<file path="src/rtl/wb_nic_pkg.sv">
// Shared types and constants for the wb_nic slave-select interconnect.
// Optional bus-timeout watchdog is enabled with WB_NIC_TIMEOUT_EN.
package wb_nic_pkg;

  typedef enum logic [1:0] {
    IDLE   = 2'd0,
    ACCESS = 2'd1,
    RESP   = 2'd2,
    ERROR  = 2'd3
  } wb_nic_state_t;

  // Well-known slave indices in the SoC address map.
  localparam int WB_NIC_SLAVE_TCM   = 0;
  localparam int WB_NIC_SLAVE_UART  = 1;
  localparam int WB_NIC_SLAVE_TIMER = 2;

  // Value returned on the read bus with an error pulse.
  localparam int WB_NIC_ERR_DATA = 0;

endpackage

</file>
<file path="src/rtl/wb_nic_wdt.sv">
// Bus-timeout counter for wb_nic; only instantiated when WB_NIC_TIMEOUT_EN is defined.
// Expires on the LIMIT-th enabled cycle after a clear.
module wb_nic_wdt #(
  parameter int LIMIT = 255
) (
  input  logic i_clk,
  input  logic i_reset,
  input  logic i_clr,
  input  logic i_en,
  output logic o_expired
);

  logic [15:0] cnt_q, cnt_d;

  // Saturate rather than wrap so a stuck enable can never re-arm silently.
  always_comb begin
    cnt_d = cnt_q;
    if (i_clr)
      cnt_d = '0;
    else if (i_en && cnt_q != 16'hFFFF)
      cnt_d = cnt_q + 16'd1;
  end

  always_ff @(posedge i_clk) begin
    if (i_reset) cnt_q <= '0;
    else         cnt_q <= cnt_d;
  end

  assign o_expired = i_en && (cnt_q == 16'(LIMIT - 1));

endmodule

</file>
<file path="src/rtl/wb_nic.sv">
// Registered Wishbone slave-select interconnect: decodes the top address bits,
// errors on unpopulated slaves, captures fault address. Timeout via WB_NIC_TIMEOUT_EN.
module wb_nic
  import wb_nic_pkg::*;
#(
  parameter  int ADDR_SEL_WIDTH = 4,
  parameter  int DATA_WIDTH     = 32,
  localparam int N              = 2**ADDR_SEL_WIDTH,
  parameter  logic [N-1:0] SLAVE_MASK = '1,
  parameter  int TIMEOUT_CYCLES = 255
) (
  input  logic                           i_clk,
  input  logic                           i_reset,
  input  logic [31:0]                    i_wb_adr,
  input  logic                           i_wb_we,
  input  logic                           i_wb_stb,
  input  logic                           i_wb_cyc,
  output logic [DATA_WIDTH-1:0]          o_wb_dat,
  output logic                           o_wb_ack,
  output logic                           o_wb_err,
  output logic [N-1:0]                   o_slave_sel,
  input  logic [N-1:0][DATA_WIDTH-1:0]   i_slave_rdata,
  input  logic [N-1:0]                   i_slave_ack,
  output logic [31:0]                    o_fault_addr,
  output logic                           o_fault_valid
);

  wb_nic_state_t             state_q;
  logic [ADDR_SEL_WIDTH-1:0] idx_q;
  logic [31:0]               adr_q;
  logic [DATA_WIDTH-1:0]     dat_q;
  logic                      ack_q, err_q;
  logic [N-1:0]              sel_q;
  logic [31:0]               fault_addr_q;
  logic                      fault_valid_q;

  logic [ADDR_SEL_WIDTH-1:0] req_idx;
  logic                      req_go;
  logic                      sel_ack;
  logic                      wdt_expired;

  assign req_idx = i_wb_adr[31 -: ADDR_SEL_WIDTH];
  assign req_go  = i_wb_cyc && i_wb_stb;
  // Only the latched slave's ack counts; strays from other slaves are dropped.
  assign sel_ack = i_slave_ack[idx_q];

`ifdef WB_NIC_TIMEOUT_EN
  logic wdt_clr, wdt_en;
  assign wdt_clr = (state_q == IDLE) && req_go && SLAVE_MASK[req_idx];
  assign wdt_en  = (state_q == ACCESS);

  wb_nic_wdt #(
    .LIMIT (TIMEOUT_CYCLES)
  ) u_wdt (
    .i_clk     (i_clk),
    .i_reset   (i_reset),
    .i_clr     (wdt_clr),
    .i_en      (wdt_en),
    .o_expired (wdt_expired)
  );

  logic unused_in;
  assign unused_in = i_wb_we;
`else
  assign wdt_expired = 1'b0;

  logic unused_in;
  assign unused_in = ^{i_wb_we, 16'(TIMEOUT_CYCLES)};
`endif

  // Select is registered on the IDLE->ACCESS edge and held for all of ACCESS,
  // giving synchronous-read slaves a full cycle of stable address before ack.
  always_ff @(posedge i_clk) begin
    if (i_reset) begin
      state_q       <= IDLE;
      idx_q         <= '0;
      adr_q         <= '0;
      dat_q         <= '0;
      ack_q         <= 1'b0;
      err_q         <= 1'b0;
      sel_q         <= '0;
      fault_addr_q  <= '0;
      fault_valid_q <= 1'b0;
    end else begin
      ack_q <= 1'b0;
      err_q <= 1'b0;
      case (state_q)
        IDLE: begin
          if (req_go) begin
            idx_q <= req_idx;
            adr_q <= i_wb_adr;
            if (SLAVE_MASK[req_idx]) begin
              sel_q   <= N'(1) << req_idx;
              state_q <= ACCESS;
            end else begin
              state_q <= ERROR;
            end
          end
        end
        ACCESS: begin
          // Abort wins over ack; ack wins over a same-cycle timeout.
          if (!i_wb_cyc) begin
            sel_q   <= '0;
            state_q <= IDLE;
          end else if (sel_ack) begin
            dat_q   <= i_slave_rdata[idx_q];
            sel_q   <= '0;
            state_q <= RESP;
          end else if (wdt_expired) begin
            sel_q   <= '0;
            state_q <= ERROR;
          end
        end
        RESP: begin
          ack_q   <= 1'b1;
          state_q <= IDLE;
        end
        ERROR: begin
          err_q         <= 1'b1;
          dat_q         <= DATA_WIDTH'(WB_NIC_ERR_DATA);
          fault_addr_q  <= adr_q;
          fault_valid_q <= 1'b1;
          state_q       <= IDLE;
        end
        default: state_q <= IDLE;
      endcase
    end
  end

  assign o_wb_dat      = dat_q;
  assign o_wb_ack      = ack_q;
  assign o_wb_err      = err_q;
  assign o_slave_sel   = sel_q;
  assign o_fault_addr  = fault_addr_q;
  assign o_fault_valid = fault_valid_q;

endmodule

</file>
<file path="config.mk">
export PLATFORM = sky130hd
export DESIGN_NAME = wb_nic
export DESIGN_NICKNAME = d
export VERILOG_FILES = /design/src/rtl/wb_nic_pkg.sv /design/src/rtl/wb_nic_wdt.sv /design/src/rtl/wb_nic.sv
export SDC_FILE = /design/constraint.sdc
export NUM_CORES = 1
export LEC_CHECK = 0
export BUFFER_PORTS_ARGS = -buffer_cell sky130_fd_sc_hd__buf_4
export CELL_PAD_IN_SITES_DETAIL_PLACEMENT = 1
export CELL_PAD_IN_SITES_GLOBAL_PLACEMENT = 1
export CORE_AREA = 5 5 249 251
export DETAILED_ROUTE_END_ITERATION = 6
export DIE_AREA = 0 0 254 256
export GPL_TIMING_DRIVEN = 0
export PLACE_DENSITY_LB_ADDON = 0.1
export SYNTH_ARGS = -nofsm -noshare
export SYNTH_HDL_FRONTEND = slang
export SYNTH_SLANG_ARGS = --single-unit
</file>
<file path="constraint.sdc">
create_clock -name i_clk -period 2.7 [get_ports i_clk]
set_clock_uncertainty 0.15 [all_clocks]
set_input_delay 0.135 -clock i_clk [delete_from_list [all_inputs] [get_ports i_clk]]
set_output_delay 0.135 -clock i_clk [all_outputs]
set_load 0.01 [all_outputs]
</file>
# ---- Word level (Yosys, flattened, before mapping)
# Memories as Yosys holds them, arrays and structs flattened.
# Index checks and enable logic that the tools add are counted.
dict set report totals {
  reg_bits 121
  romBits 16
  input_bits 565
  n_memories 1
  wordCells 50
  out_inout_bits 83
}
dict set report op_classes {
  n_eq_ne 8
  n_shift 1
  n_lt_le_gt_ge 2
  mux 20
  n_reduce_logical 9
}
# name words width read_ports rd_ports_with_merged_regs write_ports line
set memory_table {}
lappend memory_table {{(no name shown)} 16 1 1 0 0 wb_nic.sv:92} ;# if (SLAVE_MASK[req_idx]) begin
# cell n
set op_table {}
lappend op_table {{$bmux W32 S4} 1}
lappend op_table {{$mux W32} 3}
lappend op_table {{$mux W16} 4}
lappend op_table {{$pmux W32 S2} 1}
lappend op_table {{$pmux W16 S2} 1}
lappend op_table {{$shl A1 B4 Y16 const A} 1}
lappend op_table {{$lt A4 B5 Y1 const B} 2}
lappend op_table {{$mux W2} 4}
lappend op_table {{$ne A2 B2 Y1 const B} 4}
lappend op_table {{$pmux W2 S3} 1}
lappend op_table {{$bmux W1 S4} 1}
lappend op_table {{$eq A2 B2 Y1 const B} 2}
lappend op_table {{$mux W1} 4}
lappend op_table {{$reduce_and A2 Y1} 2}
lappend op_table {{$reduce_and A4 Y1} 1}
lappend op_table {{$reduce_bool A2 Y1} 2}
lappend op_table {{$ne A3 B3 Y1 const B} 1}
lappend op_table {{$reduce_and A3 Y1} 1}
lappend op_table {{$eq A2 B1 Y1 const B} 1}
lappend op_table {{$logic_not A2 Y1} 1}
lappend op_table {{$reduce_or A2 Y1} 1}
lappend op_table {{$logic_and A1 B1 Y1} 1}

# ---- Logic depth before layout (Yosys ltp)
dict set report logic_depth {
  depth_word 5
  mapped_depth 9
  depth_no_buf 5
}

# ---- Worst setup path after synthesis
# Ideal clock, no wire load.
dict set report synth_path {
  path_type {register -> register}
  startpoint {register idx_q[1]}
  endpoint {register dat_q[10], in the netlist o_wb_dat[10]}
  setup_slack_ps 714
  path_buffers 2
  stages_incl_launch_ff 8
  setup_ps 132
  arrival_ps 1704
  t_required_ps 2418
  path_cell_list {dfxtp_1 -> mux4_1 -> mux2_4 -> nand3_2 -> buf_6 -> buf_4 -> a22o_1 -> a21oi_1}
}
dict set report synth_between {
  elab_chain_cells 5
}
# element line
set synth_lines {}
lappend synth_lines {{from (decl)} wb_nic.sv:29} ;# logic [ADDR_SEL_WIDTH-1:0] idx_q;
lappend synth_lines {{from (signal assigned)} wb_nic.sv:90} ;# idx_q <= req_idx;
lappend synth_lines {{$bmux W32 S4} wb_nic.sv:106} ;# dat_q <= i_slave_rdata[idx_q];
lappend synth_lines {{$mux W32 (not written as such)} wb_nic.sv:106}
lappend synth_lines {{$mux W32} wb_nic.sv:105} ;# end else if (sel_ack) begin
lappend synth_lines {{$mux W32} wb_nic.sv:102} ;# if (!i_wb_cyc) begin
lappend synth_lines {{$pmux W32 S2} wb_nic.sv:87} ;# case (state_q)
lappend synth_lines {{to (signal assigned)} wb_nic.sv:106}
lappend synth_lines {{to (signal assigned)} wb_nic.sv:120} ;# dat_q <= DATA_WIDTH'(WB_NIC_ERR_DATA);
lappend synth_lines {{to (decl)} wb_nic.sv:31} ;# logic [DATA_WIDTH-1:0] dat_q;
# Parallel ways exist; a longest one is shown, timed or not. The select of a mux whose other input is x is not followed.
# A chain may end at the register's enable or synchronous reset.

# ---- Worst setup path after layout
dict set report layout_path {
  startpoint {register idx_q[1]}
  endpoint {register dat_q[11], in the netlist o_wb_dat[11]}
}
# Same word-level chain as after synthesis.

==> results.cfg <==
[status]
status = complete, no violations

[worst_setup_path]
cp_top_family = multiplexers
path_class = flip-flop to flip-flop
critical_path_buf_inv_count = 2
r2r_cells = 7
path_max_fanout = 10
worstPathArrival_ns = 2.75
timing.rr.start = idx_q[1]
ff2ff_setup_slack_ns = 0.09
cp-end-kind = flip-flop
cp_num_cells = 7
reg2reg_to = o_wb_dat[11]
cp.required_ns = 2.84
cp-start-kind = flip-flop
path_cells = mux4_1, mux2_4, nand3_2, buf_6, buf_4, a22o_1, a21oi_1
cp_slowest_stage_delay_ns = 0.67
slowest_stage = mux4_1

[sta]
fin_crit_sh_pct = 96.6
hold_slack_ns = 0.158
rsz0062_at_grt = false
drv_slew = 0
min_period_ns = 2.61
finalHoldViolCount = 0
tightest_slew_ns = 0.817
setup_violations = 0
slew_headroom_pct = 45.6
fmax_mhz = 384

[route]
vias = 9893
firstDrtPassIters = 5
routedWlPerCell_um = 30.8
drc_errors = 0
totalWireLength_um = 68900
drt-vias-per-instance = 4.43
drtAntennaViolNets = 0
first_iter_violations = 557

[power_and_ir_drop]
switching_share_pct = 28.7
ir_drop_uv = 428
powerDensity_nw_per_um2 = 373
p_comb_share_pct = 28.6
leakage_nw = 6.10
netSwitchingPower_w = 0.00160
p_int_w = 0.00397
power_w = 0.00557
pwr-share-clk_pct = 39.4
pwr-share-seq_pct = 32.1

[synth]
synth_cells = 722
synth_top_family_by_area = multiplexers
synthMuxAreaShare_pct = 37.0
syn_area_um2 = 8090
synth_compound_area_share_pct = 19.4
ys_types = 33
yosysWarnings = 0
yosys.area_share.simple_pct = 9.03
synthXorXnorAreaFrac_pct = 0
synth_seq_cells = 117
synth_nets = 1287
ys_seq_area_share_pct = 29.0
synth_fa_ha_area_share_pct = 0
syn_area_per_cell_um2 = 11.2

[clock_tree]
tritoncts = yes
cts_buffers = 17
clockRootBuffer = clkbuf_16
clockBufferDepth = 2
ctsHtreeMaxLevel = 4
cts_setup_buffers = 0
clkLatencyLatePin_ns = 0.44
cts.sinks = 117
path_clk_slew_ns = 0.06

[placed_design]
gp_routability_congestion = 0.908
hpwl_um = 59400
placed_area_um2 = 13900
io_buffers = 646

[floorplanning]
start_util_pct = 13.6
rows = 90
die-area_um2 = 65000
die_w_um = 254
ios = 648
core_um2 = 59700
die_h_um = 256

[hold_path]
worstHoldStart = i_reset
hp-class = input port to flip-flop
whs_path_depth = 3
worstHoldEndpoint = adr_q[1]

[layout]
layout_commonest_cell = buf_4
syn_to_final_growth_pct = 84.6
final_cell_mix = 654 x buf_4, 128 x mux4_2, 117 x dfxtp_1
nNetsFinal = 1985
drive_above_1_share_pct = 60.6
fin_area_um2 = 14900

[global_routing]
grt_max_degree = 17
grt_usage_pct = 20.2
antenna_found_initial = 31
gr-total-overflow = 0
grt_pass1_vias = 11000
grt_pass1_wl_um = 91600

[run]
drv_cap = 0
-- per-stage QoR --
stage | cells | utilization (%) | setup slack [ns] | TNS (ns)
floorplan | 722 | - | 0.714 | 0
global placement | 2150 | 23.3 | -0.255 | -4.01
detailed placement | 2150 | 23.3 | -0.201 | -3.93
CTS | 2214 | 24.9 | 0.0139 | 0
global route | 2233 | 25.0 | 0.00634 | 0
finish | 2234 | 25.0 | 0.0928 | 0
-- metal layers --
layer	vias to the layer above	part of all wire [%]	global-route usage [%]	routed length, um
met2	412	50	34.1	34500
met1	5052	39	23.8	27100
met4	12	1.6	6.70	1120
met5	-	0.12	0	82
met3	52	8.9	7.21	6130
li1	4365	-	-	-
-- how the worst max path moves through the flow --
stage,endpoint,start
2_1_floorplan,o_wb_dat[10],idx_q[1]
3_3_place_gp,o_wb_dat[14],idx_q[1]
3_5_place_dp,o_wb_dat[16],idx_q[1]
4_1_cts,o_wb_dat[16],idx_q[0]
5_1_grt,o_wb_dat[11],idx_q[1]
6_report,o_wb_dat[11],idx_q[1]
-- timing repair --
item,CTS,global route
hold buffers,33,0
gates resized for setup,15,20
pin swaps,0,0
endpoints found under the hold margin,43,0
setup endpoints to repair,32,30
-- state kept, by name, indices dropped and copies added, names as in the netlist --
name / cells
adr_q: 28
idx_q: 4
o_fault_addr: 32
o_fault_valid: 1
o_slave_sel: 16
o_wb_ack: 1
o_wb_dat: 32
o_wb_err: 1
state_q: 2
-- cell families (layout without fill, tap and decap cells) --
logic type             after synthesis  count (layout)
other                                0              20
AOI/OAI and AO/OA                  216             216
buffers and inverters               91             801
muxes                              135             135
DFF                                117             117
and+or+nand+nor                    163             163
-- final cells by class --
| class | instances | area [um2] |
|---|---|---|
| repair buffers | 679 | 5180 |
| well taps | 782 | 978 |
| diodes | 20 | 50.0 |
| multi-input cells | 514 | 5310 |
| inverters | 1 | 3.75 |
| plain buffers | 90 | 510 |
| fillers | 6934 | 44800 |
| flip-flops and latches | 117 | 2340 |
| clock buffers | 17 | 425 |
| clock inverters | 14 | 131 |
-- worst min-delay path: cells and delay by family --
| family | cells | cell delay [ns] |
|---|---|---|
| buffers and inverters | 2 | 0.38 |
| AOI/OAI and AO/OA | 1 | 0.18 |
-- cells in the mapped netlist --
| master | count | area share (%) |
|---|---|---|
| mux4_1 | 2 | 0.65 |
| mux2i_1 | 4 | 0.50 |
| a21o_1 | 1 | 0.093 |
| buf_4 | 12 | 1.1 |
| a22o_1 | 64 | 6.9 |
| nand4_1 | 1 | 0.077 |
| o21ai_0 | 1 | 0.062 |
| or2_2 | 2 | 0.15 |
| and3_1 | 1 | 0.077 |
| dfxtp_1 | 117 | 29 |
| mux2_4 | 1 | 0.19 |
| nand2_1 | 87 | 4.0 |
| mux4_2 | 128 | 36 |
| nand3b_1 | 3 | 0.28 |
| o221ai_1 | 16 | 1.7 |
| o2111ai_4 | 1 | 0.32 |
| nand2b_1 | 1 | 0.077 |
| or3_1 | 1 | 0.077 |
| nand3_2 | 1 | 0.12 |
| nor3b_1 | 1 | 0.093 |
| nor2_1 | 5 | 0.23 |
| nand2_2 | 1 | 0.077 |
| nor2b_1 | 4 | 0.31 |
| inv_1 | 1 | 0.046 |
| a22oi_1 | 65 | 6.0 |
| buf_2 | 25 | 1.5 |
| nand3_1 | 52 | 3.2 |
| buf_6 | 5 | 0.70 |
| and2_1 | 1 | 0.077 |
| o22ai_1 | 1 | 0.077 |
| a21oi_1 | 67 | 4.1 |
| nor3_1 | 2 | 0.12 |
| clkbuf_1 | 48 | 2.2 |
-- power groups by stage --
stage | combinational [W] | clock (W) | sequential [W]
3_3_place_gp | 0.00155 | 0 | 0.00182
5_1_grt | 0.00170 | 0.00235 | 0.00179
6_report | 0.00159 | 0.00219 | 0.00179
2_1_floorplan | 0.000596 | 0 | 0.00182
4_1_cts | 0.00161 | 0.00231 | 0.00179
3_5_place_dp | 0.00156 | 0 | 0.00182
Power figures use the tool's default switching activity.
